File: src/rtl/nfc_axil_cmd_queue_regs.sv
// AXI4-Lite register slave for the NAND flash controller with a command
// queue, per-way ready/busy readback and sticky error bits with interrupt.
module nfc_axil_cmd_queue_regs #(
    parameter int ADDR_WIDTH   = 16,
    parameter int NUM_WAYS     = 8,
    parameter int FIFO_DEPTH   = 4,
    parameter int STATUS_WIDTH = 24,
    localparam int WAY_W = (NUM_WAYS > 1) ? $clog2(NUM_WAYS) : 1
) (
    input  logic                    clk,
    input  logic                    rst,
    input  logic [ADDR_WIDTH-1:0]   s_axil_awaddr,
    input  logic [2:0]              s_axil_awprot,
    input  logic                    s_axil_awvalid,
    output logic                    s_axil_awready,
    input  logic [31:0]             s_axil_wdata,
    input  logic [3:0]              s_axil_wstrb,
    input  logic                    s_axil_wvalid,
    output logic                    s_axil_wready,
    output logic [1:0]              s_axil_bresp,
    output logic                    s_axil_bvalid,
    input  logic                    s_axil_bready,
    input  logic [ADDR_WIDTH-1:0]   s_axil_araddr,
    input  logic [2:0]              s_axil_arprot,
    input  logic                    s_axil_arvalid,
    output logic                    s_axil_arready,
    output logic [31:0]             s_axil_rdata,
    output logic [1:0]              s_axil_rresp,
    output logic                    s_axil_rvalid,
    input  logic                    s_axil_rready,
    output logic                    oCmdValid,
    input  logic                    iCmdReady,
    output logic [31:0]             oCommand,
    output logic [31:0]             oAddress,
    output logic [15:0]             oLength,
    output logic [WAY_W-1:0]        oWay,
    output logic [31:0]             oDMARAddress,
    output logic [31:0]             oDMAWAddress,
    output logic [5:0]              oDelayTapLoad,
    output logic                    oDelayTapValid,
    output logic                    oIrq,
    input  logic                    iCommandFail,
    input  logic [STATUS_WIDTH-1:0] iNFCStatus,
    input  logic [NUM_WAYS-1:0]     iNandRB
);

    localparam int PTR_W = $clog2(FIFO_DEPTH);
    localparam int CNT_W = PTR_W + 1;
    localparam int ENT_W = 144 + WAY_W;

    logic             awready_q, bvalid_q, arready_q, rvalid_q;
    logic [1:0]       bresp_q;
    logic [31:0]      rdata_q, rdata_d;
    logic [31:0]      addr_q, addr_d, dmar_q, dmar_d, dmaw_q, dmaw_d;
    logic [31:0]      lastcmd_q;
    logic [15:0]      len_q, len_d;
    logic [WAY_W-1:0] way_q, way_d;
    logic [5:0]       tap_q, tap_d;
    logic [1:0]       irq_en_q, irq_en_d;
    logic             fail_q, fail_d, ovf_q, ovf_d;
    logic             irq_q, tapv_q;
    logic [PTR_W-1:0] wr_ptr_q, rd_ptr_q;
    logic [CNT_W-1:0] count_q, count_d;
    logic [ENT_W-1:0] mem_q [FIFO_DEPTH];
    logic [ENT_W-1:0] head;

    logic       wr_accept, rd_accept, wr_en, rd_en;
    logic [7:0] wr_off, rd_off;
    logic       full, empty, cmd_wr, push, pop, sticky_wr;
    logic [31:0] qstat;
    logic       unused_ok;

    function automatic logic [31:0] merge32(input logic [31:0] old,
                                            input logic [31:0] d,
                                            input logic [3:0]  s);
        logic [31:0] r;
        r = old;
        for (int i = 0; i < 4; i++)
            if (s[i]) r[8*i +: 8] = d[8*i +: 8];
        return r;
    endfunction

    assign wr_off = s_axil_awaddr[9:2];
    assign rd_off = s_axil_araddr[9:2];

    assign wr_accept = s_axil_awvalid && s_axil_wvalid &&
                       (!bvalid_q || s_axil_bready) && !awready_q;
    assign rd_accept = s_axil_arvalid && (!rvalid_q || s_axil_rready) &&
                       !arready_q;
    assign wr_en = awready_q && s_axil_awvalid && s_axil_wvalid;
    assign rd_en = arready_q && s_axil_arvalid;

    // Full is judged before any same-cycle pop so a push never races a pop.
    assign full   = (count_q == CNT_W'(FIFO_DEPTH));
    assign empty  = (count_q == '0);
    assign cmd_wr = wr_en && (wr_off == 8'd0);
    assign push   = cmd_wr && (s_axil_wstrb == 4'hF) && !full;
    assign pop    = !empty && iCmdReady;
    assign count_d = count_q + CNT_W'(push) - CNT_W'(pop);

    assign sticky_wr = wr_en && (wr_off == 8'd6);
    assign fail_d = iCommandFail |
                    (fail_q & ~(sticky_wr & s_axil_wdata[0]));
    assign ovf_d  = (cmd_wr && full) |
                    (ovf_q & ~(sticky_wr & s_axil_wdata[1]));

    assign qstat = {22'd0, full, empty, 3'd0, 5'(count_q)};

    always_comb begin
        addr_d   = addr_q;
        len_d    = len_q;
        dmar_d   = dmar_q;
        dmaw_d   = dmaw_q;
        way_d    = way_q;
        tap_d    = tap_q;
        irq_en_d = irq_en_q;
        if (wr_en) begin
            case (wr_off)
                8'd1: addr_d = merge32(addr_q, s_axil_wdata, s_axil_wstrb);
                8'd2: begin
                    if (s_axil_wstrb[0]) len_d[7:0]  = s_axil_wdata[7:0];
                    if (s_axil_wstrb[1]) len_d[15:8] = s_axil_wdata[15:8];
                end
                8'd3: dmar_d = merge32(dmar_q, s_axil_wdata, s_axil_wstrb);
                8'd4: dmaw_d = merge32(dmaw_q, s_axil_wdata, s_axil_wstrb);
                8'd5: if (s_axil_wstrb[0]) way_d = s_axil_wdata[WAY_W-1:0];
                8'd9: if (s_axil_wstrb[0]) tap_d = s_axil_wdata[5:0];
                8'd11: if (s_axil_wstrb[0]) irq_en_d = s_axil_wdata[1:0];
                default: ;
            endcase
        end
    end

    always_comb begin
        rdata_d = '0;
        case (rd_off)
            8'd0:  rdata_d = lastcmd_q;
            8'd1:  rdata_d = addr_q;
            8'd2:  rdata_d = {16'd0, len_q};
            8'd3:  rdata_d = dmar_q;
            8'd4:  rdata_d = dmaw_q;
            8'd5:  rdata_d = 32'(way_q);
            8'd6:  rdata_d = {30'd0, ovf_q, fail_q};
            8'd7:  rdata_d = 32'(iNFCStatus);
            8'd8:  rdata_d = 32'(iNandRB);
            8'd9:  rdata_d = {26'd0, tap_q};
            8'd10: rdata_d = qstat;
            8'd11: rdata_d = {30'd0, irq_en_q};
            default: rdata_d = '0;
        endcase
    end

    always_ff @(posedge clk or posedge rst) begin
        if (rst) begin
            awready_q <= 1'b0;
            bvalid_q  <= 1'b0;
            bresp_q   <= 2'b00;
            arready_q <= 1'b0;
            rvalid_q  <= 1'b0;
            rdata_q   <= '0;
            addr_q    <= '0;
            len_q     <= '0;
            dmar_q    <= '0;
            dmaw_q    <= '0;
            way_q     <= '0;
            tap_q     <= '0;
            irq_en_q  <= '0;
            lastcmd_q <= '0;
            fail_q    <= 1'b0;
            ovf_q     <= 1'b0;
            irq_q     <= 1'b0;
            tapv_q    <= 1'b0;
            wr_ptr_q  <= '0;
            rd_ptr_q  <= '0;
            count_q   <= '0;
            for (int i = 0; i < FIFO_DEPTH; i++) mem_q[i] <= '0;
        end else begin
            awready_q <= wr_accept;
            arready_q <= rd_accept;
            if (wr_en) begin
                bvalid_q <= 1'b1;
                bresp_q  <= (cmd_wr && !push) ? 2'b10 : 2'b00;
            end else if (s_axil_bready) begin
                bvalid_q <= 1'b0;
            end
            if (rd_en) begin
                rvalid_q <= 1'b1;
                rdata_q  <= rdata_d;
            end else if (s_axil_rready) begin
                rvalid_q <= 1'b0;
            end
            addr_q   <= addr_d;
            len_q    <= len_d;
            dmar_q   <= dmar_d;
            dmaw_q   <= dmaw_d;
            way_q    <= way_d;
            tap_q    <= tap_d;
            irq_en_q <= irq_en_d;
            fail_q   <= fail_d;
            ovf_q    <= ovf_d;
            irq_q    <= |({ovf_q, fail_q} & irq_en_q);
            tapv_q   <= wr_en && (wr_off == 8'd9);
            if (push) begin
                mem_q[wr_ptr_q] <= {s_axil_wdata, addr_q, len_q, way_q,
                                    dmar_q, dmaw_q};
                wr_ptr_q  <= wr_ptr_q + 1'b1;
                lastcmd_q <= s_axil_wdata;
            end
            if (pop) rd_ptr_q <= rd_ptr_q + 1'b1;
            count_q <= count_d;
        end
    end

    assign head = mem_q[rd_ptr_q];

    assign s_axil_awready = awready_q;
    assign s_axil_wready  = awready_q;
    assign s_axil_bresp   = bresp_q;
    assign s_axil_bvalid  = bvalid_q;
    assign s_axil_arready = arready_q;
    assign s_axil_rdata   = rdata_q;
    assign s_axil_rresp   = 2'b00;
    assign s_axil_rvalid  = rvalid_q;

    assign oCmdValid      = !empty;
    assign oCommand       = head[ENT_W-1 -: 32];
    assign oAddress       = head[ENT_W-33 -: 32];
    assign oLength        = head[ENT_W-65 -: 16];
    assign oWay           = head[64 +: WAY_W];
    assign oDMARAddress   = head[63:32];
    assign oDMAWAddress   = head[31:0];
    assign oDelayTapLoad  = tap_q;
    assign oDelayTapValid = tapv_q;
    assign oIrq           = irq_q;

    assign unused_ok = ^{s_axil_awaddr, s_axil_araddr,
                         s_axil_awprot, s_axil_arprot};

endmodule

File: config.mk
export PLATFORM = sky130hd
export DESIGN_NAME = nfc_axil_cmd_queue_regs
export DESIGN_NICKNAME = d
export VERILOG_FILES = /design/src/rtl/nfc_axil_cmd_queue_regs.sv
export SDC_FILE = /design/constraint.sdc
export NUM_CORES = 1
export LEC_CHECK = 0
export ABC_AREA = 1
export CAP_MARGIN = 20
export CORE_MARGIN = 3
export CORE_UTILIZATION = 62
export DETAILED_ROUTE_END_ITERATION = 12
export PLACE_DENSITY = 0.85
export SLEW_MARGIN = 25
export SYNTH_ARGS = -nofsm -noshare
export SYNTH_HDL_FRONTEND = slang
export SYNTH_SLANG_ARGS = --single-unit
File: constraint.sdc
create_clock -name clk -period 53.4 [get_ports clk]
set_input_delay 10.68 -clock clk [delete_from_list [all_inputs] [get_ports clk]]
set_output_delay 10.68 -clock clk [all_outputs]
set_load 0.02 [all_outputs]
==> metrics.yaml <==
slowest_delay_ns: 0.86
leakage_uw: 0.0181
gr-total-overflow: 0
grt_pass1_vias: 28661
synth_top_cell_by_area: "dfrtp_1"
ir_drop_v: 0.0000394
final.setup.tns_ns: 0
pre_cts_ws_ns: 37.95
yosys-top-cells-area: "dfrtp_1, o21ai_0, nand2_1, nor2_1, o22ai_1"
rsz0062_at_grt: "no"
ys_seq_area_share_pct: 58.6
nNetsFinal: 4220
via_per_inst: 6.25
post_drt_wl_per_cell_um: 21.8
cts_num_sinks: 791
start_util_pct: 63.5
ctsResizeCount: 0
crit_type: "flop to primary output"
grt_max_degree: 249
cts_buffers: 80
syn_to_final_growth_pct: 17.9
clk_pin_slew_ns: 0.06
fin_crit_ns: 15.13
hold_buffers: 0
grt_pass1_wl_um: 162000
worst_pin_slew_ns: 1.06
min_from: "s_axil_arready"
cts_setup_buffers: 0
status: "completed"
cp_slowest_cell: "buf_4"
slew_violations: 0
io-pin-count: 312
hpwl_um: 65000
detail-route-antenna-nets: 0
fill_cells: 3633
endpoint_kind: "primary output"
final_cell_mix: "o21ai_0, nand2_1, dfrtp_1"
hold_end: "s_axil_arready"
fp.dieH_um: 239
drive_gt1_share_pct: 4.32
gp_congestion: 0.986
min_path_cells: 1
hp-class: "flop to flop"
drc: 0
synth_edf_count: 0
critPathTopFamily: "buffers and inverters"
insertion_delay_ns: 0.63
synth.distinct_cells: 27
setup_ws_ns: 38.27
die_w_um: 239
die-area_um2: 57300
drtIter0Drc: 4082
syn_avg_cell_area_um2: 8.51
start_kind: "flop"
path_cells: "buf_4 > buf_4 > o21ai_0 > o22ai_1 > clkdlybuf4s50_1"
cp_max_fo: 88
cp.arrival_ns: 4.45
cts_tree: "yes"
ff2ff_path_depth: 6
fp-row-count: 84
dr.pass1.iters: 7
yosysTopAreaCellShare_pct: 58.6
grt_usage_pct: 36.7
period_share_pct: 28.3
r2r_setup_slack_ns: 49.87
power_density_nw_per_um2: 45.7
fmax_ghz: 0.0661
ys.flop_type: "dfrtp_1"
setup_viol: 0
netlist_area_um2: 33800
root_buffer: "clkbuf_16"
synth_cells: 3969
final-hold-violation-count: 0
finClkSkew_ns: 0.0234
h-tree-depth: 3
crit_required_ns: 42.72
vias: 30345
cts_buffer_depth: 3
hold_slack_ns: 0.448
seq_area_um2: 19800
r2r-start: "s_axil_awready"
port-buffer-count: 286
multi_input_area_um2: 12200
synth_seq_cells: 791
cp_num_buf_inv: 3
ys_warn_count: 0
async_flop_share_pct: 100
rr_endpoint: "mem_q[70]"
path_common_cell: "buf_4"
slew-limit-headroom_pct: 29.4
final_common_cell: "o21ai_0"
routed_wl_um: 106000
max-cap-violations: 0
core_um2: 53200
antenna_found_initial: 4
[report_power, final]
part	total (uW)	leakage [uW]	switching, uW	internal [uW]
clock	615	0.00143	236	379
sequential	619	0.0109	16.4	603
combinational	587	0.00577	370	217
[cells in the mapped netlist, types with 4 or more instances]
master / count
dfrtp_1: 791
o22ai_1: 151
nor3_1: 8
buf_4: 4
clkbuf_1: 234
buf_1: 9
buf_2: 31
ha_1: 6
o21ai_0: 1076
nor2_1: 361
nand2_1: 986
inv_1: 189
nand3_1: 78
o21ai_1: 28
[stage by stage]
stage | power [uW] | cells | area (um^2) | util, %
floorplan | 945 | 3971 | 33800 | -
global placement | 1200 | 4699 | 36800 | 69.1
detailed placement | 1200 | 4699 | 36800 | 69.1
CTS | 1820 | 4845 | 39700 | 74.6
global route | 1880 | 4851 | 39800 | 74.9
finish | 1820 | 4856 | 39800 | 74.9
[worst max-delay path by stage]
stage                     cells after the start      endpoint   startpoint  slack [ns]
final                                         5  oCommand[10]  rd_ptr_q[0]       38.27
after global routing                          5   oAddress[9]  rd_ptr_q[0]       38.18
after CTS                                     5  oCommand[10]  rd_ptr_q[1]       38.37
after detailed placement                      6    mem_q[149]          rst       37.95
after global placement                        6    mem_q[149]          rst       37.99
after floorplan                               1     addr_q[0]          rst       20.51
[cells by family after synthesis]
group,after synthesis,synth area share (%)
AO/OA/AOI/OAI,1257,19.2
other,1,0.0111
buffers and inverters,469,5.37
adder cells (fa/ha/maj),7,0.282
XOR/XNOR,4,0.104
flip-flops,791,58.6
AND/OR/NAND/NOR,1440,16.4
[state kept, by name (all words and copies together) (netlist names), 2 cells and up]
name / flops
oDelayTapLoad: 6
len_q: 16
s_axil_rdata: 32
way_q: 3
irq_en_q: 2
dmaw_q: 32
addr_q: 32
lastcmd_q: 32
rd_ptr_q: 2
mem_q: 588
count_q: 3
dmar_q: 32
wr_ptr_q: 2
[layout make-up]
type,count,share of cell area (%)
Antenna cell,6,0.0377
Clock buffer,118,6.03
Clock inverter,28,1.25
Inverter,191,1.85
Multi-Input combinational cell,2711,30.7
Sequential cell,791,49.7
Tap cell,688,2.16
Timing Repair Buffer,323,8.25
[per-layer routing]
layer	track usage (%)	routed length, um	vias up
met5	0	11	-
met4	20.9	6790	2
met1	48.5	38100	14533
met2	55.5	47500	2060
li1	-	-	13398
met3	10.0	13300	352
Power figures use the tool's default switching activity.
